## config.mk

```make
export PLATFORM = sky130hd
export DESIGN_NAME = pes_sar_search
export DESIGN_NICKNAME = d
export VERILOG_FILES = /design/src/rtl/pes_sar_pkg.sv /design/src/rtl/pes_sar_search.sv
export SDC_FILE = /design/constraint.sdc
export NUM_CORES = 1
export LEC_CHECK = 0
export CORE_UTILIZATION = 55
export CTS_CLUSTER_DIAMETER = 80
export DETAILED_ROUTE_END_ITERATION = 8
export PLACE_DENSITY = 0.9
export SLEW_MARGIN = 20
export SYNTH_ARGS = -nofsm -noshare
export SYNTH_HDL_FRONTEND = slang
export SYNTH_SLANG_ARGS = --single-unit
```

## constraint.sdc

```tcl
create_clock -name clk -period 3.76 [get_ports clk]
set_clock_uncertainty 0.2 [all_clocks]
set_input_delay 0.376 -clock clk [delete_from_list [all_inputs] [get_ports clk]]
set_output_delay 0.376 -clock clk [all_outputs]
set_load 0.01 [all_outputs]
```

## src/rtl/pes_sar_pkg.sv

```systemverilog
// Shared definitions for the pes_sar successive-approximation search block.
//   - FSM state codes (IDLE, WAIT, DECIDE, DONE)
//   - comparator flag vector {lt,eq,gt} and its legal one-hot values
//   - settle counter width
package pes_sar_pkg;

  localparam int unsigned ST_W = 2;
  localparam logic [1:0] ST_IDLE   = 2'd0;
  localparam logic [1:0] ST_WAIT   = 2'd1;
  localparam logic [1:0] ST_DECIDE = 2'd2;
  localparam logic [1:0] ST_DONE   = 2'd3;

  localparam int unsigned FLAG_W = 3;
  localparam logic [FLAG_W-1:0] FLAG_LT = 3'b100;
  localparam logic [FLAG_W-1:0] FLAG_EQ = 3'b010;
  localparam logic [FLAG_W-1:0] FLAG_GT = 3'b001;

  localparam int unsigned CNT_W = 4;

  typedef struct packed {
    logic lt;
    logic eq;
    logic gt;
  } cmp_flags_t;

  // True when exactly one comparator flag is asserted.
  function automatic logic flags_onehot(input logic [FLAG_W-1:0] f);
    return (f == FLAG_LT) || (f == FLAG_EQ) || (f == FLAG_GT);
  endfunction

endpackage

```

## src/rtl/pes_sar_search.sv

```systemverilog
// Successive-approximation search controller. Drives trial codes to an
// external magnitude comparator (operand B), reads back its lt/eq/gt flags
// and binary-searches the unknown operand A, MSB first.
// Ports:
//   clk, rst_n            clock, async active-low reset
//   start                 begin a search (honoured in IDLE only)
//   abort                 synchronous cancel during WAIT/DECIDE
//   cmp_lt/cmp_eq/cmp_gt  comparator flags (A<B, A==B, A>B)
//   trial_code            registered code driven to comparator B
//   busy                  search in progress (through the DONE cycle)
//   result                last found value, held until the next completion
//   result_valid          one-cycle pulse in DONE
//   err                   flags were not one-hot at a decision; held until start
module pes_sar_search
  import pes_sar_pkg::*;
#(
  parameter int unsigned WIDTH  = 2,
  parameter int unsigned SETTLE = 0
) (
  input  logic             clk,
  input  logic             rst_n,
  input  logic             start,
  input  logic             abort,
  input  logic             cmp_lt,
  input  logic             cmp_eq,
  input  logic             cmp_gt,
  output logic [WIDTH-1:0] trial_code,
  output logic             busy,
  output logic [WIDTH-1:0] result,
  output logic             result_valid,
  output logic             err
);

  localparam int unsigned IDX_W = (WIDTH > 1) ? $clog2(WIDTH) : 1;
  localparam logic [IDX_W-1:0] IDX_MSB  = IDX_W'(WIDTH - 1);
  localparam logic [CNT_W-1:0] CNT_INIT = CNT_W'(SETTLE);
  localparam logic [WIDTH-1:0] CODE_MSB = WIDTH'(1) << (WIDTH - 1);
  // After driving a new trial, either wait for the comparator or decide at once.
  localparam logic [ST_W-1:0]  ST_TRIAL = (SETTLE > 0) ? ST_WAIT : ST_DECIDE;

  logic [ST_W-1:0]  state, state_nxt;
  logic [IDX_W-1:0] idx, idx_nxt, idx_m1;
  logic [CNT_W-1:0] cnt, cnt_nxt;
  logic [WIDTH-1:0] trial_nxt, result_nxt, code_upd;
  logic             busy_nxt, result_valid_nxt, err_nxt;
  cmp_flags_t       flags;

  assign flags  = {cmp_lt, cmp_eq, cmp_gt};
  assign idx_m1 = idx - IDX_W'(1);

  // State and output registers.
  always_ff @(posedge clk or negedge rst_n) begin
    if (!rst_n) begin
      state        <= ST_IDLE;
      idx          <= IDX_MSB;
      cnt          <= '0;
      trial_code   <= '0;
      busy         <= 1'b0;
      result       <= '0;
      result_valid <= 1'b0;
      err          <= 1'b0;
    end else begin
      state        <= state_nxt;
      idx          <= idx_nxt;
      cnt          <= cnt_nxt;
      trial_code   <= trial_nxt;
      busy         <= busy_nxt;
      result       <= result_nxt;
      result_valid <= result_valid_nxt;
      err          <= err_nxt;
    end
  end

  // Next-state and next-output logic.
  always_comb begin
    state_nxt        = state;
    idx_nxt          = idx;
    cnt_nxt          = cnt;
    trial_nxt        = trial_code;
    busy_nxt         = busy;
    result_nxt       = result;
    result_valid_nxt = 1'b0;
    err_nxt          = err;
    code_upd         = trial_code;

    case (state)
      ST_IDLE: begin
        trial_nxt = '0;
        if (start) begin
          trial_nxt = CODE_MSB;
          idx_nxt   = IDX_MSB;
          cnt_nxt   = CNT_INIT;
          err_nxt   = 1'b0;
          busy_nxt  = 1'b1;
          state_nxt = ST_TRIAL;
        end
      end

      ST_WAIT: begin
        if (abort) begin
          state_nxt = ST_IDLE;
          trial_nxt = '0;
          busy_nxt  = 1'b0;
        end else begin
          cnt_nxt = cnt - CNT_W'(1);
          if (cnt == CNT_W'(1)) begin
            state_nxt = ST_DECIDE;
          end
        end
      end

      ST_DECIDE: begin
        if (abort) begin
          state_nxt = ST_IDLE;
          trial_nxt = '0;
          busy_nxt  = 1'b0;
        end else if (!flags_onehot(flags)) begin
          err_nxt          = 1'b1;
          result_nxt       = trial_code;
          result_valid_nxt = 1'b1;
          state_nxt        = ST_DONE;
        end else if (flags.eq) begin
          result_nxt       = trial_code;
          result_valid_nxt = 1'b1;
          state_nxt        = ST_DONE;
        end else begin
          // Trial bit is currently set: keep it when A is above, clear when below.
          code_upd[idx] = flags.gt;
          trial_nxt     = code_upd;
          if (idx == '0) begin
            result_nxt       = code_upd;
            result_valid_nxt = 1'b1;
            state_nxt        = ST_DONE;
          end else begin
            code_upd[idx_m1] = 1'b1;
            trial_nxt        = code_upd;
            idx_nxt          = idx_m1;
            cnt_nxt          = CNT_INIT;
            state_nxt        = ST_TRIAL;
          end
        end
      end

      ST_DONE: begin
        state_nxt = ST_IDLE;
        trial_nxt = '0;
        busy_nxt  = 1'b0;
      end

      default: begin
        state_nxt = ST_IDLE;
        trial_nxt = '0;
        busy_nxt  = 1'b0;
      end
    endcase
  end

endmodule

```

# After elaboration in Yosys (flattened, before gate mapping)
# Cells that the tools add are included.
dict set report op_classes {
  addsub 2
  n_lt_le_gt_ge 4
  eq_ne 20
  mux 47
  n_bitwise 2
  n_reduce_logical 15
}
# cell n
set op_table {}
lappend op_table {{$mux 2} 13}
lappend op_table {{$mux 4} 6}
lappend op_table {{$mux 1} 19}
lappend op_table {{$ne 2x2->1 const B} 8}
lappend op_table {{$pmux 2 s4} 2}
lappend op_table {{$ne 3x3->1 const B} 4}
lappend op_table {{$pmux 4 s3} 1}
lappend op_table {{$reduce_and 7->1} 1}
lappend op_table {{$reduce_and 3->1} 2}
lappend op_table {{$reduce_and 5->1} 1}
lappend op_table {{$eq 2x2->1 const B} 2}
lappend op_table {{$eq 4x1->1 const B} 1}
lappend op_table {{$lt 1x2->1 const B} 2}
lappend op_table {{$pmux 1 s2} 2}
lappend op_table {{$reduce_and 2->1} 2}
lappend op_table {{$reduce_and 4->1} 1}
lappend op_table {{$sub 4x1->4 const B} 1}
lappend op_table {{$eq 3x1->1 const B} 1}
lappend op_table {{$eq 3x2->1 const B} 1}
lappend op_table {{$eq 3x3->1 const B} 1}
lappend op_table {{$pmux 1 s3} 1}
lappend op_table {{$reduce_bool 3->1} 1}
lappend op_table {{$bwmux 2} 1}
lappend op_table {{$demux 1 s1} 2}
lappend op_table {{other kinds (11)} 14}
dict set report totals {
  register_bits 14
  inputBits 7
  output_inout_bits 7
  word_cells 98
}

# Logic depth before layout (Yosys ltp)
dict set report logic_depth {
  depth_word 11
  ltp_mapped 7
  depth_no_buf 6
}

# Least setup slack after synthesis
# No wires, ideal clock.
dict set report synth_path {
  kind {reg-to-reg}
  start {reg state[1]}
  end {reg cnt[2]}
  setup_ps 87
  arrival_time_ps 1693
  required_ps 3473
  setup_slack_ps 1780
  path_stages_with_launch 8
  path_buffers 1
  synth_period_minus_slack_ps 1980
  cell_sequence {dfrtp_1 inv_1 ha_1 buf_6 or2_4 a211o_1 or2_4 o211ai_1}
}
dict set report synth_via {
  elab_chain_len 3
  elab_cells_between_ends 12
  classes_between {eq/ne: 8; mux: 1; reduce/logical: 3}
}
# item line
set synth_lines {}
lappend synth_lines {{start: declaration} pes_sar_search.sv:41} ;# logic [ST_W-1:0] state, state_nxt;
lappend synth_lines {{start signal: assignment} pes_sar_search.sv:63} ;# state <= state_nxt;
lappend synth_lines {{$eq 2x2->1, or another cell as far along} pes_sar_search.sv:86} ;# case (state)
lappend synth_lines {{$ne 2x2->1 (no line) / $reduce_bool 3->1 (equally long branches)} n/a}
lappend synth_lines {{$reduce_and 7->1 (no line)} n/a}
lappend synth_lines {{end signal: assignment} pes_sar_search.sv:65} ;# cnt <= cnt_nxt;
lappend synth_lines {{end: declaration} pes_sar_search.sv:43} ;# logic [CNT_W-1:0] cnt, cnt_nxt;
# Parallel ways exist; a longest one is shown, timed or not.
# A chain may end at the register's enable or synchronous reset.

# Worst setup path after layout
# Same ends and word-level chain as after synthesis.

==> flow_metrics.tcl <==
set metrics [dict create \
    status "complete, no violations" \
    mostFrequentLayoutCells "dfrtp_1 (13), clkdlybuf4s50_1 (13), a21oi_1 (9)" \
    die-area_mm2 0.00175 \
    r2r_slack_ps 1630 \
    setup_tns_ps 0 \
    cp_slowest_cell "dfrtp_1" \
    crit_top_cell "or2_4" \
    drv_cap 0 \
    layout.nets 121 \
    irDropWorstVdd_uv 421 \
    final_core_utilization_pct 74.1 \
    critPathBufInv 1 \
    drt_wl_total_um 1920 \
    cp_cell_sequence "inv_1, ha_1, or2_4, a211o_1, or2_4, o211ai_1" \
    critPathMaxFanout 9 \
    end_kind "register" \
    finalNonFillerCells 122 \
    critPathKind "register to register" \
    worstHoldPathType "primary input to asynchronous set/reset pin" \
    synth_edf_count 0 \
    drive_gt1_share_pct 12.1 \
    yosys_register_bits 14 \
    gp_congestion 0.867 \
    die_h_um 41.8 \
    grt_pass1_wl_um 3190 \
    critPathLaunchType "register" \
    critical_path.startpoint "state[1]" \
    synth_nets 108 \
    async_flop_share_pct 100 \
    timing.final.hold_violations 0 \
    critPathRequiredTime_ps 3770 \
    antenna_found_initial 0 \
    clock_path_buffers 2 \
    grtUsageTotal_pct 24.2 \
    critical-path-top-delay-family "simple AND/OR/NAND/NOR gates" \
    htree_num_levels 1 \
    ant_nets 0 \
    core_mm2 0.00138 \
    slew_headroom_pct 57.8 \
    placed_cells 118 \
    num_vias 761 \
    period_minus_slack_ps 2130 \
    setup_viol 0 \
    io_buffers 13 \
    fmax_mhz 469 \
    worst_pin_slew_ps 626 \
    synth_area_per_cell_um2 9.17 \
    rsz0062_at_grt "no" \
    syn_area_um2 871 \
    io_pins 14 \
    synth.area.top_cells "dfrtp_1 (37%), ha_1 (8.6%), a21oi_1 (5.2%), o21ai_0 (4.6%), inv_1 (3.4%)" \
    hold_buffers 0 \
    p_per_area_mw_per_mm2 798 \
    gr-total-overflow 0 \
    num-fill-cells 98 \
    drcViolationCount 0 \
    cts_sinks 14 \
    insertion_delay_ps 290 \
    cts_resized 0 \
    cts_root_buffer "clkbuf_4" \
    drv_slew 0 \
    die_width_um 41.8 \
    syn2layout_area_growth_pct 17.7 \
    synth_top_area_share_pct 37.4 \
    first_pass_iters 4 \
    grt_pass1_vias 692 \
    synth_warnings 0 \
    antennaDiodeCount 0 \
    ys.flop_type "dfrtp_1" \
    fin_crit_sh_pct 56.7 \
    grt_max_degree 15 \
    slowest_delay_ps 400 \
    rr_startpoint "state[1]" \
    wl_per_cell_um 15.8 \
    cp.arrival_ps 2150 \
    cts_buffers 3 \
    leakage_uw 0.000434 \
    clk_pin_slew_worst_paths_ps 90 \
    hpwl_um 1330 \
    yosysUniqueCellTypes 33 \
    drt_iter0_markers 47 \
    cts_tree "done" \
    via_per_inst 6.24 \
    ys_seq_area_share_pct 40.4 \
    num_rows 13 \
    yosysTopAreaCell "dfrtp_1" \
    initial_utilization_pct 63.0 \
    post_cts_buffers 0 \
    synth_cells 95 \
]
==> cells in the mapped netlist (3+ instances only) <==
master    count
a21oi_1       9
dfrtp_1      13
nand2b_1      3
nand3b_1      4
ha_1          6
nor2_1        7
nand2_1       5
nor3_1        3
o21ai_0       8
inv_1         8
==> final cells by class <==
class	instances	area (um^2)	area share [%]
multi-input cells	68	458	44.7
flip-flops and latches	14	352	34.3
repair buffers	13	130	12.7
clock buffers	4	36.3	3.54
inverters	8	30.0	2.93
well taps	15	18.8	1.83
==> metal layers <==
| layer | GRT usage, % | part of all wire, % | routed length, um | vias up |
|---|---|---|---|---|
| met2 | 39.7 | 49 | 943 | 30 |
| met3 | 3.91 | 5.1 | 99 | 5 |
| met4 | 9.68 | 1.8 | 34 | 0 |
| met1 | 31.8 | 44 | 847 | 364 |
| li1 | - | - | - | 362 |
| met5 | 0 | 0 | 0 | - |
==> worst paths after layout <==
kind	to	cells past startpoint
hold reg to reg	result[0]	1
max in group asynchronous	state[0]	1
hold / removal	trial_code[1]	1
setup reg to reg	cnt[2]	6
setup / recovery	cnt[2]	6
min in group clk	result[0]	1
==> registers in the layout (all words and copies together) (netlist names) <==
register      flops
trial_code        2
result_valid      1
cnt               4
err               1
busy              1
state             2
result            2
idx               1
==> stage by stage <==
stage,hold slack [ps],area [um^2],worst slack [ps],power (uW)
floorplan,-120,871,1780,558
global placement,297,988,1560,673
detailed placement,313,988,1480,690
CTS,293,1020,1640,813
global route,313,1020,1470,879
finish,264,1020,1630,817
==> where the power goes <==
part           switching (uW)  leakage [uW]  internal (uW)
Sequential               59.8      0.000181            218
Combinational             220      0.000232            207
Clock                    52.9     0.0000210           59.0
==> kinds of logic (layout without fill, tap and decap cells) <==
| kind of cell | Yosys count | in the layout | share of synthesized area, % |
|---|---|---|---|
| AO/OA/AOI/OAI | 31 | 31 | 22.6 |
| AND/OR/NAND/NOR | 27 | 27 | 16.8 |
| flip-flops | 14 | 14 | 40.4 |
| buffers and inverters | 13 | 25 | 7.04 |
| adder cells (fa/ha/maj) | 6 | 6 | 8.62 |
| XOR/XNOR | 2 | 2 | 2.01 |
| multiplexers | 2 | 2 | 2.59 |
Power figures use the tool's default switching activity.
